--- src/rtl/xoodyak_sequencer_pkg.sv ---
// Xoodyak sequencer shared encodings.
// Holds opmodes, FSM states and the default WAIT budget.
package xoodyak_sequencer_pkg;

   typedef enum logic [2:0] {
      OP_IDLE    = 3'd0,
      OP_INIT    = 3'd1,
      OP_NONCE   = 3'd2,
      OP_ASSOC   = 3'd3,
      OP_CRYPT   = 3'd4,
      OP_DECRYPT = 3'd5,
      OP_SQUEEZE = 3'd6,
      OP_RATCHET = 3'd7
   } op_e;

   typedef enum logic [1:0] {
      S_IDLE  = 2'd0,
      S_ISSUE = 2'd1,
      S_WAIT  = 2'd2,
      S_DONE  = 2'd3
   } state_e;

   localparam int TIMEOUT_DEF = 255;
   localparam int CNT_W       = 10;
   localparam int OP_W        = 4;

endpackage

--- src/rtl/xoodyak_cmd_fifo.sv ---
// Command queue for the Xoodyak sequencer.
// Power-of-two depth; pointers wrap naturally, flush empties it.
module xoodyak_cmd_fifo #(
   parameter int DEPTH = 4,
   parameter int W     = 4
) (
   input  logic         clk,
   input  logic         rst_n,
   input  logic         push,
   input  logic         pop,
   input  logic         flush,
   input  logic [W-1:0] wdata,
   output logic [W-1:0] rdata,
   output logic         full,
   output logic         empty
);
   localparam int AW = $clog2(DEPTH);

   logic [W-1:0]  mem [DEPTH];
   logic [AW-1:0] wptr;
   logic [AW-1:0] rptr;
   logic [AW:0]   count;

   assign full  = (count == (AW+1)'(DEPTH));
   assign empty = (count == '0);
   assign rdata = mem[rptr];

   always_ff @(posedge clk) begin
      if (push && !flush) mem[wptr] <= wdata;
   end

   always_ff @(posedge clk or negedge rst_n) begin
      if (!rst_n) begin
         wptr  <= '0;
         rptr  <= '0;
         count <= '0;
      end else if (flush) begin
         wptr  <= '0;
         rptr  <= '0;
         count <= '0;
      end else begin
         if (push) wptr <= wptr + AW'(1);
         if (pop)  rptr <= rptr + AW'(1);
         unique case ({push, pop})
            2'b10:   count <= count + (AW+1)'(1);
            2'b01:   count <= count - (AW+1)'(1);
            default: count <= count;
         endcase
      end
   end

endmodule

--- src/rtl/xoodyak_sequencer.sv ---
// Xoodyak command sequencer: queues host opmodes and
// launches them one at a time on the cipher core.
module xoodyak_sequencer
   import xoodyak_sequencer_pkg::*;
#(
   parameter int FIFO_DEPTH = 4,
   parameter int TIMEOUT    = TIMEOUT_DEF
) (
   input  logic            eph1,
   input  logic            reset,
   input  logic            cmd_valid,
   input  logic [OP_W-1:0] cmd_op,
   output logic            cmd_ready,
   output logic            start,
   output logic [OP_W-1:0] opmode,
   input  logic            finished,
   output logic            done,
   output logic [OP_W-1:0] done_op,
   output logic            busy,
   output logic            err_timeout,
   output logic            err_seq,
   input  logic            clr_err
);
   localparam logic [CNT_W-1:0] CNT_LAST = CNT_W'(TIMEOUT - 1);

   state_e            state;
   logic [CNT_W-1:0]  wait_cnt;
   logic              init_seen;
   logic              full;
   logic              empty;
   logic              push;
   logic              pop;
   logic              flush;
   logic [OP_W-1:0]   head;
   logic              is_nop;
   logic              is_bad;
   logic              expire;

   assign cmd_ready = ~full;
   assign push      = cmd_valid & ~full;
   assign is_nop    = (head[2:0] == OP_IDLE);
   assign is_bad    = ~init_seen & (head[2:0] != OP_INIT);
   assign expire    = (state == S_WAIT) & ~finished
                    & (wait_cnt == CNT_LAST);
   assign flush     = expire;
   // Rejected heads leave straight from IDLE; issued ones on DONE.
   assign pop = ((state == S_IDLE) & ~empty & (is_nop | is_bad))
              | (state == S_DONE);

   xoodyak_cmd_fifo #(
      .DEPTH (FIFO_DEPTH),
      .W     (OP_W)
   ) u_fifo (
      .clk   (eph1),
      .rst_n (reset),
      .push  (push),
      .pop   (pop),
      .flush (flush),
      .wdata (cmd_op),
      .rdata (head),
      .full  (full),
      .empty (empty)
   );

   always_ff @(posedge eph1 or negedge reset) begin
      if (!reset) begin
         state       <= S_IDLE;
         wait_cnt    <= '0;
         init_seen   <= 1'b0;
         start       <= 1'b0;
         opmode      <= '0;
         done        <= 1'b0;
         done_op     <= '0;
         busy        <= 1'b0;
         err_timeout <= 1'b0;
         err_seq     <= 1'b0;
      end else begin
         start   <= 1'b0;
         done    <= 1'b0;
         done_op <= '0;
         if (clr_err) begin
            err_timeout <= 1'b0;
            err_seq     <= 1'b0;
         end
         unique case (state)
            S_IDLE: begin
               if (!empty && !is_nop) begin
                  if (is_bad) begin
                     err_seq <= 1'b1;
                  end else begin
                     state  <= S_ISSUE;
                     start  <= 1'b1;
                     opmode <= head;
                     busy   <= 1'b1;
                  end
               end
            end
            S_ISSUE: begin
               state    <= S_WAIT;
               wait_cnt <= '0;
            end
            S_WAIT: begin
               if (finished) begin
                  state   <= S_DONE;
                  done    <= 1'b1;
                  done_op <= head;
                  opmode  <= '0;
               end else if (expire) begin
                  state       <= S_IDLE;
                  err_timeout <= 1'b1;
                  init_seen   <= 1'b0;
                  opmode      <= '0;
                  busy        <= 1'b0;
               end else begin
                  wait_cnt <= wait_cnt + CNT_W'(1);
               end
            end
            S_DONE: begin
               state <= S_IDLE;
               busy  <= 1'b0;
               if (head[2:0] == OP_INIT) init_seen <= 1'b1;
            end
            default: state <= S_IDLE;
         endcase
      end
   end

endmodule

--- config.mk ---
export PLATFORM = sky130hd
export DESIGN_NAME = xoodyak_sequencer
export DESIGN_NICKNAME = d
export VERILOG_FILES = /design/src/rtl/xoodyak_sequencer_pkg.sv /design/src/rtl/xoodyak_cmd_fifo.sv /design/src/rtl/xoodyak_sequencer.sv
export SDC_FILE = /design/constraint.sdc
export NUM_CORES = 1
export LEC_CHECK = 0
export ABC_AREA = 1
export CORE_UTILIZATION = 35
export DETAILED_ROUTE_END_ITERATION = 8
export GPL_TIMING_DRIVEN = 0
export RECOVER_POWER = 50
export SYNTH_ARGS = -nofsm -noshare
export SYNTH_HDL_FRONTEND = slang
export SYNTH_SLANG_ARGS = --single-unit
--- constraint.sdc ---
create_clock -name eph1 -period 4.1 [get_ports eph1]
set_input_delay 1.025 -clock eph1 [delete_from_list [all_inputs] [get_ports eph1]]
set_output_delay 1.025 -clock eph1 [all_outputs]
set_load 0.01 [all_outputs]
Word level (Yosys, flattened, before mapping)
Memory sizes are Yosys's and may differ from the RTL's.
Index checks and enable logic that the tools add are counted.
{"block": "totals", "out_inout_bits": 14, "ff_bits": 33, "ramBits": 16, "wordCells": 110, "n_memories": 1, "in_bits": 9}
{"block": "op_classes", "mux": 43, "n_bitwise": 12, "n_reduce_logical": 20, "n_addsub": 5, "eq_ne": 16}
{"memory": "u_fifo.mem", "depth": 4, "word_bits": 4, "read_ports": 1, "rd_ports_with_merged_regs": 0, "write_ports": 1, "line": "xoodyak_cmd_fifo.sv:19", "source": "logic [W-1:0] mem [DEPTH];"}
{"op": "$mux W4", "count": 6}
{"op": "$mux W1", "count": 20}
{"op": "$mux W10", "count": 2}
{"op": "$pmux W10 S2", "count": 1}
{"op": "$mux W2", "count": 8}
{"op": "$add A10 B1 Y10 const B", "count": 1}
{"op": "$eq A10 B8 Y1 const B", "count": 1}
{"op": "$reduce_bool A2 Y1", "count": 5}
{"op": "$pmux W2 S4", "count": 1}
{"op": "$pmux W4 S2", "count": 1}
{"op": "$reduce_and A4 Y1", "count": 2}
{"op": "$and A1 B1 Y1", "count": 6}
{"op": "$eq A2 B2 Y1 const B", "count": 3}
{"op": "$logic_not A3 Y1", "count": 2}
{"op": "$ne A2 B1 Y1 const B", "count": 3}
{"op": "$ne A2 B2 Y1 const B", "count": 3}
{"op": "$pmux W3 S2", "count": 1}
{"op": "$reduce_and A3 Y1", "count": 2}
{"op": "$reduce_bool A3 Y1", "count": 2}
{"op": "$reduce_and A5 Y1", "count": 1}
{"op": "$add A2 B1 Y2 const B", "count": 2}
{"op": "$eq A2 B1 Y1 const B", "count": 2}
{"op": "$not A1 Y1", "count": 4}
{"op": "$add A3 B1 Y3 const B", "count": 1}
{"op": "12 further kinds", "count": 16}

Longest topological paths before layout
Gate-level depths: netlist of run 1.
An unclocked memory read counts as a cell.
{"block": "depth", "ltp_word": 9, "mapped_depth": 18, "depth_no_buf": 18}

By module
A second synthesis of run 1 with hierarchy kept.
{"block": "hier_totals", "hier_cells": 274, "hier_area_um2": 2396.0}
{"module": "xoodyak_sequencer", "cells_per_inst": 173, "n_inst": 1, "area_per_inst_um2": 1348.8, "seq_area_each_um2": 650.6}
{"module": "xoodyak_cmd_fifo", "cells_per_inst": 101, "n_inst": 1, "area_per_inst_um2": 1047.3, "seq_area_each_um2": 655.6}

Worst setup path after synthesis of run 1
Ideal clock, no wire load.
{"block": "synth_timing", "path_kind": "reg-to-reg", "startpoint": "register u_fifo.rptr[0]", "endpoint": "register u_fifo.count[2]", "path_slack_ns": 1.880, "path_stages_with_launch": 19, "arrival_ns": 2.103, "path_buffers": 1, "required_time_ns": 3.983, "synth_period_minus_slack_ns": 2.220, "cell_sequence": "dfrtp_1 > buf_6 > nand2_1 > nand3_1 > nand2_2 > nand3_2 > nand2_4 > nand2_2 > nand2_2 > nand2_4 > nand2_4 > inv_2 > fa_1 > xnor2_1 > inv_1 > nand4_1 > nand2_1 > nand2_1 > nand2_1"}
{"block": "synth_via", "elab_chain_cells": 9}
{"item": "start: declaration", "line": "xoodyak_cmd_fifo.sv:21", "source": "logic [AW-1:0] rptr;"}
{"item": "start signal: assignment", "line": "xoodyak_cmd_fifo.sv:43", "source": "if (pop) rptr <= rptr + AW'(1);"}
{"item": "$mem_v2 Z4 W4 *"}
{"item": "$ne A3 B1 Y1", "line": "xoodyak_sequencer.sv:42", "source": "assign is_bad = ~init_seen & (head[2:0] != OP_INIT);"}
{"item": "$and A1 B1 Y1", "line": "xoodyak_sequencer.sv:42"}
{"item": "$or A1 B1 Y1 *", "line": "xoodyak_sequencer.sv:47", "source": "assign pop = ((state == S_IDLE) & ~empty & (is_nop | is_bad))"}
{"item": "$and A1 B1 Y1 *", "line": "xoodyak_sequencer.sv:47"}
{"item": "$or A1 B1 Y1 *", "line": "xoodyak_sequencer.sv:48", "source": "| (state == S_DONE);"}
{"item": "$eq A2 B1 Y1 / $eq A2 B2 Y1 (equally long branches)", "line": "xoodyak_cmd_fifo.sv:44", "source": "unique case ({push, pop})"}
{"item": "$pmux W3 S2", "line": "xoodyak_cmd_fifo.sv:44"}
{"item": "$mux W3", "line": "xoodyak_cmd_fifo.sv:37", "source": "end else if (flush) begin"}
{"item": "end signal: assignment", "line": "xoodyak_cmd_fifo.sv:45", "source": "2'b10: count <= count + (AW+1)'(1);"}
{"item": "end signal: assignment", "line": "xoodyak_cmd_fifo.sv:46", "source": "2'b01: count <= count - (AW+1)'(1);"}
{"item": "end signal: assignment", "line": "xoodyak_cmd_fifo.sv:47", "source": "default: count <= count;"}
{"item": "end: declaration", "line": "xoodyak_cmd_fifo.sv:22", "source": "logic [AW:0] count;"}
Mark *: on every way between the ends. The rest lies on a longest branch, timed or not.
A chain may end at the register's enable or synchronous reset.

Final worst setup path of run 1
Ends and elaborated chain as after synthesis.

==> run summary, run 1 <==
The post-route antenna net violation count is 0. The share of total power in sequential cells is 0.406. The chip height is 84.9 µm. Across the run, the number of max-cap violations was 1.

The area overhead of the layout relative to synthesis is 16.1%. For the worst setup path, the data required time is 4.29 ns. The class of the tightest hold or removal check is flop to flop.

The first routing iteration left 73 violations. In this run the cell area measured after placement is 0.00272 mm². The clock-pin slew on the worst setup and hold paths came out at 0.10 ns. TritonCTS created 5 clock buffers. Setup repair after global routing left no endpoint under its margin. The final setup TNS is 0 ns. In this run the power spent charging and discharging nets is 752 µW. The first global-routing pass estimated 7600 µm of wire.

After synthesis the cells add up to 0.00241 mm². Of the cells placed in the final design, the portion with a size suffix greater than 1 is 0.124. The async set-reset flop share out of synthesis is 0.673.

Once the clock tree was built, the resizer swapped 0 gates to a different size. The worst slew margin relative to its limit came out at -0.198. The antenna cell count is 0.

The number of sinks driven by the clock tree came out at 49. The count of unresolved DRC violations after routing is 3. The total number of H-tree levels came out at 2.

Buffers added to address setup during post-CTS repair amount to 0. The net switching share of the total power came out at 0.414. The detailed-route vias per instance is 4.79. The largest total area in the synthesized netlist belongs to dfrtp_1. For this run, the number of Yosys warnings is 0. The clock arrives with 0.00820 ns of skew.

The post-layout minimum cycle time came out at 2.51 ns. The power density over cell area is 650 mW/mm². The maximum number of pins on one net before global-route repair is 34.

The post-route non-filler standard cell count is 368. The clock network fraction of design power came out at 0.160. The checks that failed: DRC, capacitance limit, slew limit.

The pin slew with the least headroom to its limit is 1.80 ns. The share of synthesized area in the top cell type comes to 0.343. The classification of the worst setup path is flop to flop. The vias after detailed routing came out at 1763. The post-synthesis net count came out at 277. By area the synthesized netlist is led by dfrtp_1, edfxtp_1, nand2_1. The flip-flop and latch count after synthesis is 49. The top-level I/O count came out at 23.

The post-detailed-route wirelength per cell is 11.9 µm. The final design area excluding fillers came out at 0.00280 mm². The worst endpoint data arrival time came out at 2.70 ns. TritonCTS built the clock tree. The worst setup path is launched from a flop. The starting density of the core is 0.371. Internal power comes to 1070 µW.

The number of hold-slack violations in the final timing report was 0. The count of port buffers added during placement came out at 22. The logic gate share of total power is 0.434. The count of flip-flops with a built-in enable after synthesis came out at 16. The worst hold path begins at init_seen. The number of search-and-repair iterations in the first detailed-routing pass came out at 7. The floorplan die area came out at 0.00721 mm².

The run finished, with violations left. The total number of nets in the final design came out at 306. The leakage component of the power is 0.00125 µW. The startpoint identified for the worst register-to-register timing path is u_fifo.rptr[0]. The initial antenna violation count came out at 0. In the synthesized netlist, the cells that appear most often are nand2_1, dfrtp_1, inv_1. In this run, post-CTS hold repair placed 0 buffers. The number of max-slew violations in the final report came out at 34. For this run, the total global-route usage over all layers was measured as 0.135. The predominant post-synthesis flop cell is dfrtp_1. The worst ir drop on vdd came out at 0.000226 V. The synthesized area per cell is 9.22 µm².

The instance count after placement with tap cells included is 360. Tracing the worst setup path back leads to its startpoint at u_fifo.rptr[0]. After legalization and detailed placement, the total HPWL measured 3330 µm. The sequential element share of the synthesized area came out at 0.543. The number of global-route vias before repair is 1673. The highest net fanout along the worst path is 10. The area of the core is 0.00649 mm². The maximum root-to-sink buffer count is 2. The number of placement rows is 29. The root buffer cell chosen for the clock tree is clkbuf_8. The fraction of the cycle the final worst path needs came out at 0.612. The total overflow left after global routing is 0. The number of cells produced by synthesis came out at 261. Derived from the worst setup path, the maximum achievable clock frequency is 399 MHz.

At the later pin of the worst-skew pair, clock insertion delay measures 0.30 ns. The global placer's final weighted congestion is 0.824. The most instantiated library cell after synthesis is nand2_1. The final setup violation count came out at 0. The total wirelength of the detailed-routed design came out at 4370 µm. The horizontal die dimension came out at 84.9 µm. The sort of element at the end of the critical path is a flop. The synthesized netlist contains 31 unique library cells.
## metal layers
metal / GRT usage / share of wire / up-vias
li1: - / - / 912
met1: 0.167 / 0.48 / 827
met2: 0.230 / 0.48 / 18
met3: 0.0340 / 0.025 / 6
met4: 0.0462 / 0.014 / 0
met5: 0 / 0 / -
## registers in the layout, summed over array words and instances (netlist names), 2 cells and up
name,cells
done_op,4
u_fifo.count,3
state,2
u_fifo.wptr,2
opmode,4
u_fifo.mem,16
wait_cnt,10
u_fifo.rptr,2
## cell type report
class	instances	area [µm²]
plain buffers	2	18.8
inverters	41	155
fillers	618	3700
well taps	77	96.3
clock buffers	5	68.8
clock inverters	3	25.0
flip-flops and latches	49	1310
multi-input cells	169	911
repair buffers	22	214
## cells by family (layout without fill, tap and decap cells)
kind of cell    after synthesis  count (layout)  share of synthesized area
simple gates                131             131                      0.267
flops                        49              49                      0.543
buf+inv                      43              73                     0.0722
compound gates               28              28                     0.0676
fa+ha+maj                     7               7                     0.0395
xor+xnor                      3               3                     0.0109
## placed cells by master (no fill, tap or decap), drive strengths merged, types with 9 or more instances in the layout
master / n
edfxtp: 16
clkdlybuf4s50: 16
nor3: 9
dfrtp: 33
o21ai: 17
nand3: 23
inv: 41
nor2: 23
nand4: 10
nand2: 63
## power by group through the flow
stage,Clock (µW),Combinational (µW),Sequential [µW]
after floorplan,0,577,746
after global placement,0,808,746
after detailed placement,0,826,747
after CTS,298,829,737
after global routing,315,913,755
final,290,789,737
## per-stage QoR
step                      total power, µW  hold slack (ns)  setup WS (ns)   util
final                                1820            0.502           1.59  0.430
after global routing                 1980            0.518           1.37  0.430
after CTS                            1860            0.504           1.58  0.433
after detailed placement             1570            0.484           1.31  0.419
after global placement               1550            0.469           1.25  0.419
after floorplan                      1320            0.453           1.88      -
## critical path, stage by stage, from the launching register on
cell and delay (ns):
dfrtp_1 0.44, buf_6 0.16, nand2_1 0.05, nand3_1 0.13
nand2_2 0.13, nand3_2 0.12, nand2_4 0.10, nand2_2 0.05
nand2_2 0.10, nand2_4 0.09, nand2_4 0.10, inv_2 0.04
fa_1 0.38, xnor2_1 0.23, inv_1 0.06, nand4_1 0.09
nand2_1 0.06, nand2_1 0.05, nand2_1 0.05
## worst paths after layout
| check | end | slack [ns] | depth (start not counted) |
|---|---|---|---|
| setup / recovery | u_fifo.count[2] | 1.59 | 18 |
| setup reg to reg | u_fifo.count[2] | 1.59 | 18 |
| hold / removal | init_seen | 0.50 | 2 |
| hold reg to reg | init_seen | 0.50 | 2 |
| max in group asynchronous | err_timeout | 1.87 | 1 |
| min in group asynchronous | done_op[1] | 1.20 | 1 |
Note: power is estimated with default switching activity, not from simulation.
==> run 2, diff against run 1 <==
Clock period 4.1 ns to 2.1 ns, I/O delays scaled along.
==> run 2 against run 1 <==
  * The flow finishes with violations (setup timing)
  * Critical path depth is the same
  * Register-to-register slack lost 1.6 ns
  * Global-route usage grew 0.93 points
  * Critical path type unchanged
  * Largest power group unchanged
==> run summary, run 2 (same netlist as run 1, synthesis figures left out) <==
The number of max-slew violations in the final report came out at 0. The post-layout minimum cycle time came out at 2.15 ns. The largest single stage delay on the critical path is 0.43 ns. The fraction of layout cells with a size suffix above 1 is 0.241. The maximum number of pins on one net before global-route repair is 34.

The final setup TNS came out at -0.0535 ns. The total wirelength of the detailed-routed design is 4850 µm. The share of total power in sequential cells came out at 0.349. Across the run, the number of max-cap violations was 0.

The most frequent standard cell in the layout excluding fill and tap cells is nand2_1. Of the total power, the clock network draws 0.167. The reg2reg setup slack came out at -0.05 ns. The antenna cell count came out at 0. The clock skew after layout came out at 0.00821 ns.

The most numerous cell type found on the critical path is nand2_4. The number of DRC markers after the initial detailed-route iteration came out at 128. The leakage component of the power came out at 0.00139 µW.

The count of port buffers added during placement came out at 22. Dividing the final minimum period by the clock period gives 1.03. At the end of routability-driven placement, the weighted congestion stood at 0.840. The clock-pin slew on the worst setup and hold paths came out at 0.10 ns. The register with the most flip-flops in the layout has 16 of them. For this run, the total global-route usage over all layers was measured as 0.144.

The routed layout has 1859 vias. Of the total power, the share spent switching nets is 0.404. The internal power of the cells totals 2470 µW. The final reports fail on setup timing. Timing would allow up to 464 MHz.

The endpoint required time on the critical path is 2.31 ns. In this run the vertical extent of the chip is 84.9 µm. The kind of start point of the critical path is a flop.

The final setup violation count is 1. For the pin with the worst max-slew slack, the measured transition is 0.853 ns. The horizontal die dimension is 84.9 µm. The total number of nets in the final design came out at 322. The total number of H-tree levels is 2. The maximum root-to-sink buffer count is 2. The number of hold-slack violations in the final timing report came out at 0.

The clock tree from TritonCTS is done. The worst setup path is of the flop to flop kind. The number of global-route vias before repair was 1787. The worst ir drop on vdd is 0.000428 V.

The area of the core came out at 0.00649 mm². The number of placement rows came out at 29. For this run, design rule violations remaining after detail routing come to 0. The net switching power came out at 1680 µW. The worst endpoint data arrival time is 2.37 ns. The clock buffer count from CTS is 5. In this run the power density over the cells is 1340 mW/mm². Traced cell by cell, the critical path runs through buf_6 -> nand2_2 -> nand3_4 -> nand2_4 -> nand3_4 -> nand2_4 -> nand2_4 -> nand2_4 -> nand2_4 -> nand2_4 -> inv_2 -> fa_2 -> xnor2_2 -> inv_1 -> nand4_1 -> nand2_1 -> nand2_1 -> nand2_1.

In the final layout, the multi-input gates occupy 0.00106 mm². The worst setup path is captured at a flop. The clock tree root driver cell is clkbuf_8. The half-perimeter wire length after detailed placement came out at 3510 µm. Counting flops per register, the top entry is u_fifo.mem. The floorplan die area came out at 0.00721 mm². The detail route stage leaves a number of antenna-violating nets equal to 0.

The clock latency on the worst-skew pair is 0.31 ns. After clock tree synthesis, the flow added hold-fix buffers numbering 0. After layout, the worst setup slack is -0.0535 ns. The area growth from synthesis to layout is 28.3%.

On the critical path, the stage with the largest delay is an instance of dfrtp_1. The min-delay analysis places its worst path in the category input pin to asynchronous set/reset pin. The starting density of the core came out at 0.371.

23 I/O pins were placed. The leftover overflow at the end of global routing is 0. Setup repair after global routing could not meet its margin everywhere.

In the layout the commonest cells are nand2_1, dfrtp_1, inv_1, nor2_1, buf_4. In the final layout, the registers with the most flip-flops are u_fifo.mem: 16 flops, wait_cnt: 10 flops. Registers take 0.00131 mm².

The filler cell count in the final layout came out at 607. The highest net fanout along the worst path came out at 6. The run finished, with violations left. Measured on the finished design, the core utilization comes to 0.475. The detailed-route vias per instance is 4.84. The logic gate share of total power came out at 0.484. Measured against its own limit, the worst slew margin works out to 0.431. The initial antenna violation count came out at 0. CTS saw 49 sinks. The first detailed-routing pass took 4 iterations. The wire length of the first global-routing pass is 8200 µm. The post-detailed-route wirelength per cell is 12.6 µm.
==> run 2: cell types whose count changed in the layout (fill, tap and decap cells not counted), moves of 3 or more <==
cell,change
nand2_4,+7
nand3_4,+4
buf_4,+16
nand3_2,+3
nand3_1,-7
nand2_1,-6
==> run 2: worst paths after layout <==
check	from	end	cells past startpoint
max in group asynchronous	reset	wait_cnt[0]	1
min	reset	opmode[3]	1
max reg2reg	u_fifo.rptr[0]	u_fifo.count[2]	18
min in group eph1	init_seen	init_seen	2
min reg2reg	init_seen	init_seen	2
max	u_fifo.rptr[0]	u_fifo.count[2]	18
==> run 2: critical path: cells and delay by family (launching register included) <==
kind / cells / cell delay [ns]
xor gates and xnor gates: 1 / 0.15
adders and majority gates: 1 / 0.35
buffers and inverters: 3 / 0.25
DFF: 1 / 0.43
and+or+nand+nor: 13 / 0.86
==> run 2: per-layer routing <==
layer,up-vias,global-route usage,wire length [µm]
met4,0,0.0524,81
met2,26,0.252,2470
met1,876,0.176,2140
li1,951,-,-
met5,-,0,0
met3,6,0.0302,156
==> run 2: final cells by class <==
type	instances	share of cell area
flip-flops and latches	49	0.424
multi-input cells	169	0.343
repair buffers	38	0.109
inverters	41	0.0502
well taps	77	0.0312
clock buffers	5	0.0223
clock inverters	3	0.0150
plain buffers	2	0.00608
==> run 2: power by group through the flow <==
stage / logic (µW) / clock network, µW / registers [µW]
final: 2010 / 692 / 1450
after global routing: 2250 / 728 / 1480
after CTS: 1870 / 699 / 1440
after detailed placement: 1650 / 0 / 1470
after global placement: 1620 / 0 / 1460
after floorplan: 1170 / 0 / 1460
==> run 2: repair_timing <==
action                                  4_1_cts  5_1_grt
buffers inserted                             10        6
resized for setup                             9       15
pin swaps                                     9        6
endpoints found under the setup margin        2       18
==> run 2: per-stage QoR <==
| stage | instance area [µm²] | std cells | worst slack [ns] | hold slack, ns | power, µW |
|---|---|---|---|---|---|
| after floorplan | 2440 | 261 | -0.0342 | 0.229 | 2630 |
| after global placement | 2750 | 360 | -0.240 | 0.469 | 3080 |
| after detailed placement | 2750 | 360 | -0.259 | 0.484 | 3120 |
| after CTS | 2980 | 378 | -0.0720 | 0.313 | 4020 |
| after global routing | 3090 | 384 | -0.221 | 0.381 | 4460 |
| final | 3090 | 384 | -0.0535 | 0.309 | 4150 |
==> run 3, diff against run 2 <==
Settings changed: CTS_BUF_LIST set to sky130_fd_sc_hd__clkbuf_4 sky130_fd_sc_hd__clkbuf_8 sky130_fd_sc_hd__clkbuf_16.
Clock period 2.1 ns to 2.7 ns, I/O delays scaled along.
==> run 3 against run 2 <==
  * The flow finishes with violations (DRC, capacitance limit, slew limit)
  * Critical endpoint unchanged
  * Highest routed layer unchanged
  * Design area decreased by 8.9%
  * Critical path depth is the same
  * Final cell count is 4.2% lower
  * Setup slack improved by 0.23 ns
==> run summary, run 3 (same netlist as run 1, synthesis figures left out) <==
The detailed-route vias per instance came out at 4.79. The top-level I/O count came out at 23. The pin slew with the least headroom to its limit is 1.78 ns. The horizontal die dimension came out at 84.9 µm.

The final setup TNS came out at 0 ns. The total cell area at the placement stage is 0.00272 mm². Entering global routing, the biggest net connects 34 pins. In the routed design, unresolved DRC markers number 3. The number of hold-repair buffers added at the cts stage came out at 0. Fill cells in the final layout number 617. The post-route antenna net violation count is 0. The register cell area after layout is 0.00131 mm². The fraction of the cycle the final worst path needs is 0.935. The highest clock rate came out at 396 MHz. In this run the tightest slew margin relative to its limit is -0.184. The count of port buffers added during placement came out at 22. The worst path buffer plus inverter count came out at 3. The number of max-slew violations in the final report is 34. The global-route total usage across every layer came out at 0.135. The reg-to-reg critical path endpoint is u_fifo.count[2].

The maximum root-to-sink buffer count is 2. The chip height came out at 84.9 µm. The global placer's final weighted congestion came out at 0.824. The critical path is of the flop to flop type.

The H-tree was split into 2 levels. The setup slack after placement is 0.216 ns. The worst ir drop on vdd is 0.000346 V. Before antenna repair, the detailed router went through 7 iterations.

The starting density of the core is 0.371. The tightest min-delay check is of the flop to flop type. The post-CTS setup-driven buffer insertion count came out at 0. The tree built by TritonCTS fans out to 49 sinks.

Detailed routing inserted a total of 1763 vias. The cell class contributing the biggest share of worst-path delay is simple AND/OR/NAND/NOR gates. The leakage component of the power came out at 0.00126 µW. The reported max-cap violation count is 1. The startpoint identified for the worst register-to-register timing path is u_fifo.rptr[0].

The initial antenna violation count is 0. The clock-pin slew on the worst setup and hold paths came out at 0.10 ns. In this run the standard cell core region covers 0.00649 mm². The destination of the worst hold path is init_seen.

TritonCTS built the clock tree. The total number of nets in the final design came out at 306. STA classifies the critical path endpoint as a flop. The number of DRC markers after the initial detailed-route iteration is 76. The checks that failed: DRC, capacitance limit, slew limit. The post-detailed-route wirelength per cell came out at 11.9 µm.

The number of hold-slack violations in the final timing report came out at 0. Traced cell by cell, the critical path runs through buf_6 -> nand2_1 -> nand3_1 -> nand2_2 -> nand3_2 -> nand2_4 -> nand2_2 -> nand2_2 -> nand2_4 -> nand2_4 -> inv_2 -> fa_1 -> xnor2_2 -> inv_1 -> nand4_1 -> nand2_1 -> nand2_1 -> nand2_1. The final design area excluding fillers is 0.00281 mm². The post-route worst setup slack is 0.176 ns. The final hold slack is 0.501 ns. The floorplan die area came out at 0.00721 mm². The library cells used most frequently in the layout, excluding fill and tap cells, are nand2_1, dfrtp_1, inv_1, nor2_1, nand3_1. The instance count along the most critical hold path is 2. The total power of the final layout came out at 2800 µW.

The highest net fanout along the worst path is 10. The worst-case reg-to-reg path depth is 18. The half-perimeter wire length after detailed placement is 3330 µm.

The tree is rooted in a clkbuf_8. The clock latency on the worst-skew pair came out at 0.30 ns. The multi-input gate area in the final layout is 930 µm².

The fraction of layout cells with a size suffix above 1 is 0.131. The clock skew after layout is 0.00902 ns. The number of antenna diodes in the final layout is 0. The worst endpoint data arrival time came out at 2.72 ns.

The register with the most flip-flops in the final layout is u_fifo.mem. The power density over cell area is 996 mW/mm². The reg2reg setup slack is 0.18 ns. The endpoint required time on the critical path came out at 2.89 ns.

The largest single stage delay on the critical path is 0.44 ns. The post-layout minimum cycle time came out at 2.52 ns. The clock buffer count from CTS came out at 5.

The number of global-route vias before repair is 1673. Summed over all layers, the global routing overflow is 0. The area overhead of the layout relative to synthesis is 16.9%. STA classifies the critical path startpoint as a flop. The first global-routing pass estimated 7600 µm of wire.

Leaving out fill and tap cells, the most frequent cell in the layout is nand2_1. The critical path starts at u_fifo.rptr[0]. The register with the most flip-flops in the layout has 16 of them. The largest registers in the layout are u_fifo.mem: 16 flops, wait_cnt: 10 flops. Wires add up to 4380 µm. The worst hold path begins at init_seen. The run finished, with violations left.

The number of placement rows came out at 29. By instance count, the cell type seen most on the critical path is nand2_1. The highest-delay cell along the critical path is dfrtp_1.

Setup violations remaining at the end of the flow were counted as 0.
-- run 3: changes by cell type in the layout (fill, tap and decap cells not counted), sizes merged --
cell and change:
buf -16, bufinv -1, inv +1
-- run 3: final cells by class --
class,instances,share of cell area
buffer,2,0.00667
clock buffer,5,0.0245
clock inverter,3,0.00889
inverter,41,0.0551
multi-input combinational,169,0.330
sequential,49,0.464
tap,77,0.0342
timing repair buffer,22,0.0760
-- run 3: worst max path at each step --
stage	slack [ns]	end	cells after the start
2_1_floorplan	0.48	u_fifo.count[2]	18
3_3_place_gp	0.20	u_fifo.count[0]	1
3_5_place_dp	0.22	u_fifo.count[2]	18
4_1_cts	0.18	u_fifo.count[2]	18
5_1_grt	-0.02	u_fifo.count[2]	18
6_report	0.18	u_fifo.count[2]	18
-- run 3: where the power goes --
part | internal (µW) | total, µW | switching, µW | leakage, µW
Combinational | 481 | 1240 | 759 | 0.000642
Sequential | 972 | 1120 | 151 | 0.000572
Clock | 187 | 439 | 252 | 0.0000447
Total | 1640 | 2800 | 1160 | 0.00126
-- run 3: routing by layer --
layer / GRT usage / vias to the layer above / share of wire
li1: - / 912 / -
met1: 0.167 / 833 / 0.48
met2: 0.230 / 16 / 0.49
met3: 0.0340 / 2 / 0.023
met4: 0.0462 / 0 / 0.0096
met5: 0 / - / 0
-- run 3: stage by stage --
| stage | utilization | std cells |
|---|---|---|
| global placement | 0.419 | 360 |
| finish | 0.433 | 368 |
| CTS | 0.433 | 368 |
| detailed placement | 0.419 | 360 |
| floorplan | - | 261 |
| global route | 0.433 | 368 |
-- run 3: worst register-to-register path: stages (launching register included) --
cell	delay, ns
dfrtp_1	0.44
buf_6	0.16
nand2_1	0.05
nand3_1	0.13
nand2_2	0.13
nand3_2	0.12
nand2_4	0.10
nand2_2	0.05
nand2_2	0.10
nand2_4	0.09
nand2_4	0.10
inv_2	0.04
fa_1	0.40
xnor2_2	0.21
inv_1	0.06
nand4_1	0.08
nand2_1	0.06
nand2_1	0.05
nand2_1	0.05
-- run 3: repair_timing --
item,CTS,global route
resized for setup,0,1
hold endpoints to repair,0,0
endpoints found under the setup margin,0,1
==> RTL edit (config.mk and constraints of run 1) <==
Re-encode `state_e` (4 states) as one-hot, 4 bits wide.
--- a/src/rtl/xoodyak_sequencer_pkg.sv
+++ b/src/rtl/xoodyak_sequencer_pkg.sv
@@ -13,11 +13,11 @@
       OP_RATCHET = 3'd7
    } op_e;
 
-   typedef enum logic [1:0] {
-      S_IDLE  = 2'd0,
-      S_ISSUE = 2'd1,
-      S_WAIT  = 2'd2,
-      S_DONE  = 2'd3
+   typedef enum logic [3:0] {
+      S_IDLE  = 4'b0001,
+      S_ISSUE = 4'b0010,
+      S_WAIT  = 4'b0100,
+      S_DONE  = 4'b1000
    } state_e;
 
    localparam int TIMEOUT_DEF = 255;
Behaviour: same outputs for any inputs over 4 cycles, from zero or initial values and one cycle with reset low; so few cycles prove little.
==> RTL edit against run 1 <==
The flow finishes with violations (max-capacitance violations, max-slew violations). Cell area grew 5.6%. Sequential cell count grew 2. Area after synthesis grew 4.7%. Synthesized cell count grew 5.7%. Critical path depth shrank 12. Total power grew 0.59%. Setup slack lost 340 ps. Clock skew grew 2.9 ps. Wire length grew 11%.
==> RTL edit: results (changes against run 1) <==
metric	value	unit	change
drc violations	0		-3
met2 wire length	2160	um	+2.2%
Largest stage delay, worst path	1040	ps	+600 ps
drt wl/cell	12.0	um	+1.3%
# Max-Cap Violations	1		unchanged
initial DRC count	112		+53%
deepest clock path buffer count	2		unchanged
commonest cells in the netlist	nand2_1, inv_1, dfrtp_1		
clock skew	11.1	ps	+2.91 ps
GR Layer Usage met3	3.03	%	-0.37 points
met1 WL	2450	um	+17%
dominant cells by area after synthesis	dfrtp_1, edfxtp_1, nand2_1, inv_1, nand3_1		
gpl congestion	0.826		+0.27%
Final TNS setup	0	ps	unchanged
hold wc startpoint	busy		
vias in the first global route	1778		+6.3%
Post-CTS Repair Setup Buffers	0		unchanged
final wirelength	4840	um	+11%
P_leak	1.33	nW	+6.2%
H-tree levels	2		unchanged
Area growth syn-to-layout	17.2	%	
status	complete, but fails checks		
DR pass1 iterations	4		-3
Filler cells	673		+8.9%
origin of the critical flop-to-flop path	state[1]		
Clk Latency, worst-skew pair	310	ps	
asr flop ratio synth	68.6	%	+1.3 points
ANT cells	0		unchanged
hold buffers post-CTS	0		unchanged
DP Area	2860	um^2	+5.0%
fin. max-slew vios	36		+5.9%
DP HPWL	3670	um	+10%
Final #Nets	321		+4.9%
met2 usage	21.8	%	-1.2 points
All-Layer GR Usage	14.3	%	+0.80 points
Peak supply drop	0.000195	V	-14%
Hold Path Class	flip-flop to flip-flop		
TritonCTS buffer count	5		unchanged
Via density	4.68		-2.3%
setup slack at placement	1260	ps	-46.6 ps
grt met1 use	20.2	%	+3.5 points
Syn Nets	292		+5.4%
Worst-path clk slew	90	ps	
Worst EP arrival	2890	ps	+190 ps
failing checks	max-capacitance violations, max-slew violations		
layout cell share with drive strength beyond 1	8.17	%	-4.2 points
placed cell count	394		+9.4%
Netlist cell types	35		+13%
Worst setup SP type	flip-flop		
cells after synthesis	276		+5.7%
Seq/Total Area, Yosys	53.9	%	-0.39 points
root buf cell	clkbuf_8		
cts repair resizes	0		unchanged
slowest stage cell, crit path	nor3_1		
first-pass GRT wire length	8400	um	+10%
critical path's top delay family	simple AND/OR/NAND/NOR gates		
largest net degree at the start of global routing	36		+5.9%
biggest regs	u_fifo.mem (16), wait_cnt (10)		
Worst-Margin Slew	1880	ps	+84.5 ps
wire length on met3	149	um	+37%
RTL edit: changes by cell type in the layout (fill, tap and decap cells not counted), moves of 3 or more:
cell,delta
nand3_2,-5
nand2_2,-4
o21ai_1,-12
inv_2,-6
nand3_1,+10
o31ai_1,+3
nand2_1,+5
inv_1,+14
xor2_1,+4
o21ai_0,+4
RTL edit: logic make-up (layout without fill, tap and decap cells):
logic type	Yosys count	after routing	share of synthesized area [%]
flip-flops	51	51	53.9
buffers and inverters	50	80	8.04
XOR/XNOR	7	7	2.43
adder cells (fa/ha/maj)	7	7	3.77
AO/OA/AOI/OAI	25	25	6.45
AND/OR/NAND/NOR	136	136	25.4
RTL edit: final cells by class:
cell class	instances	share of cell area [%]
Buffer	2	0.763
Clock buffer	5	2.33
Clock inverter	3	1.57
Inverter	48	6.10
Multi-Input combinational cell	175	31.9
Sequential cell	51	46.0
Tap cell	96	4.07
Timing Repair Buffer	22	7.25
RTL edit: worst paths after layout:
kind	to	slack (ps)	depth (start not counted)
setup / recovery	u_fifo.mem[1][1]	1250	6
hold / removal	busy	490	2
setup reg to reg	u_fifo.mem[1][1]	1250	6
hold reg to reg	busy	490	2
max in group asynchronous	u_fifo.wptr[0]	1790	1
min in group asynchronous	wait_cnt[9]	1230	1
RTL edit: worst min-delay path, stage by stage, from the launching register on:
cell	delay (ps)
dfrtp_1	360
nand2_1	60
nand2_1	50
RTL edit: power breakdown:
group / switching, mW / internal (mW) / total (mW) / leakage (nW)
logic: 0.442 / 0.283 / 0.725 / 0.673
registers: 0.0877 / 0.659 / 0.747 / 0.601
clock network: 0.172 / 0.184 / 0.356 / 0.0548
total: 0.701 / 1.13 / 1.83 / 1.33
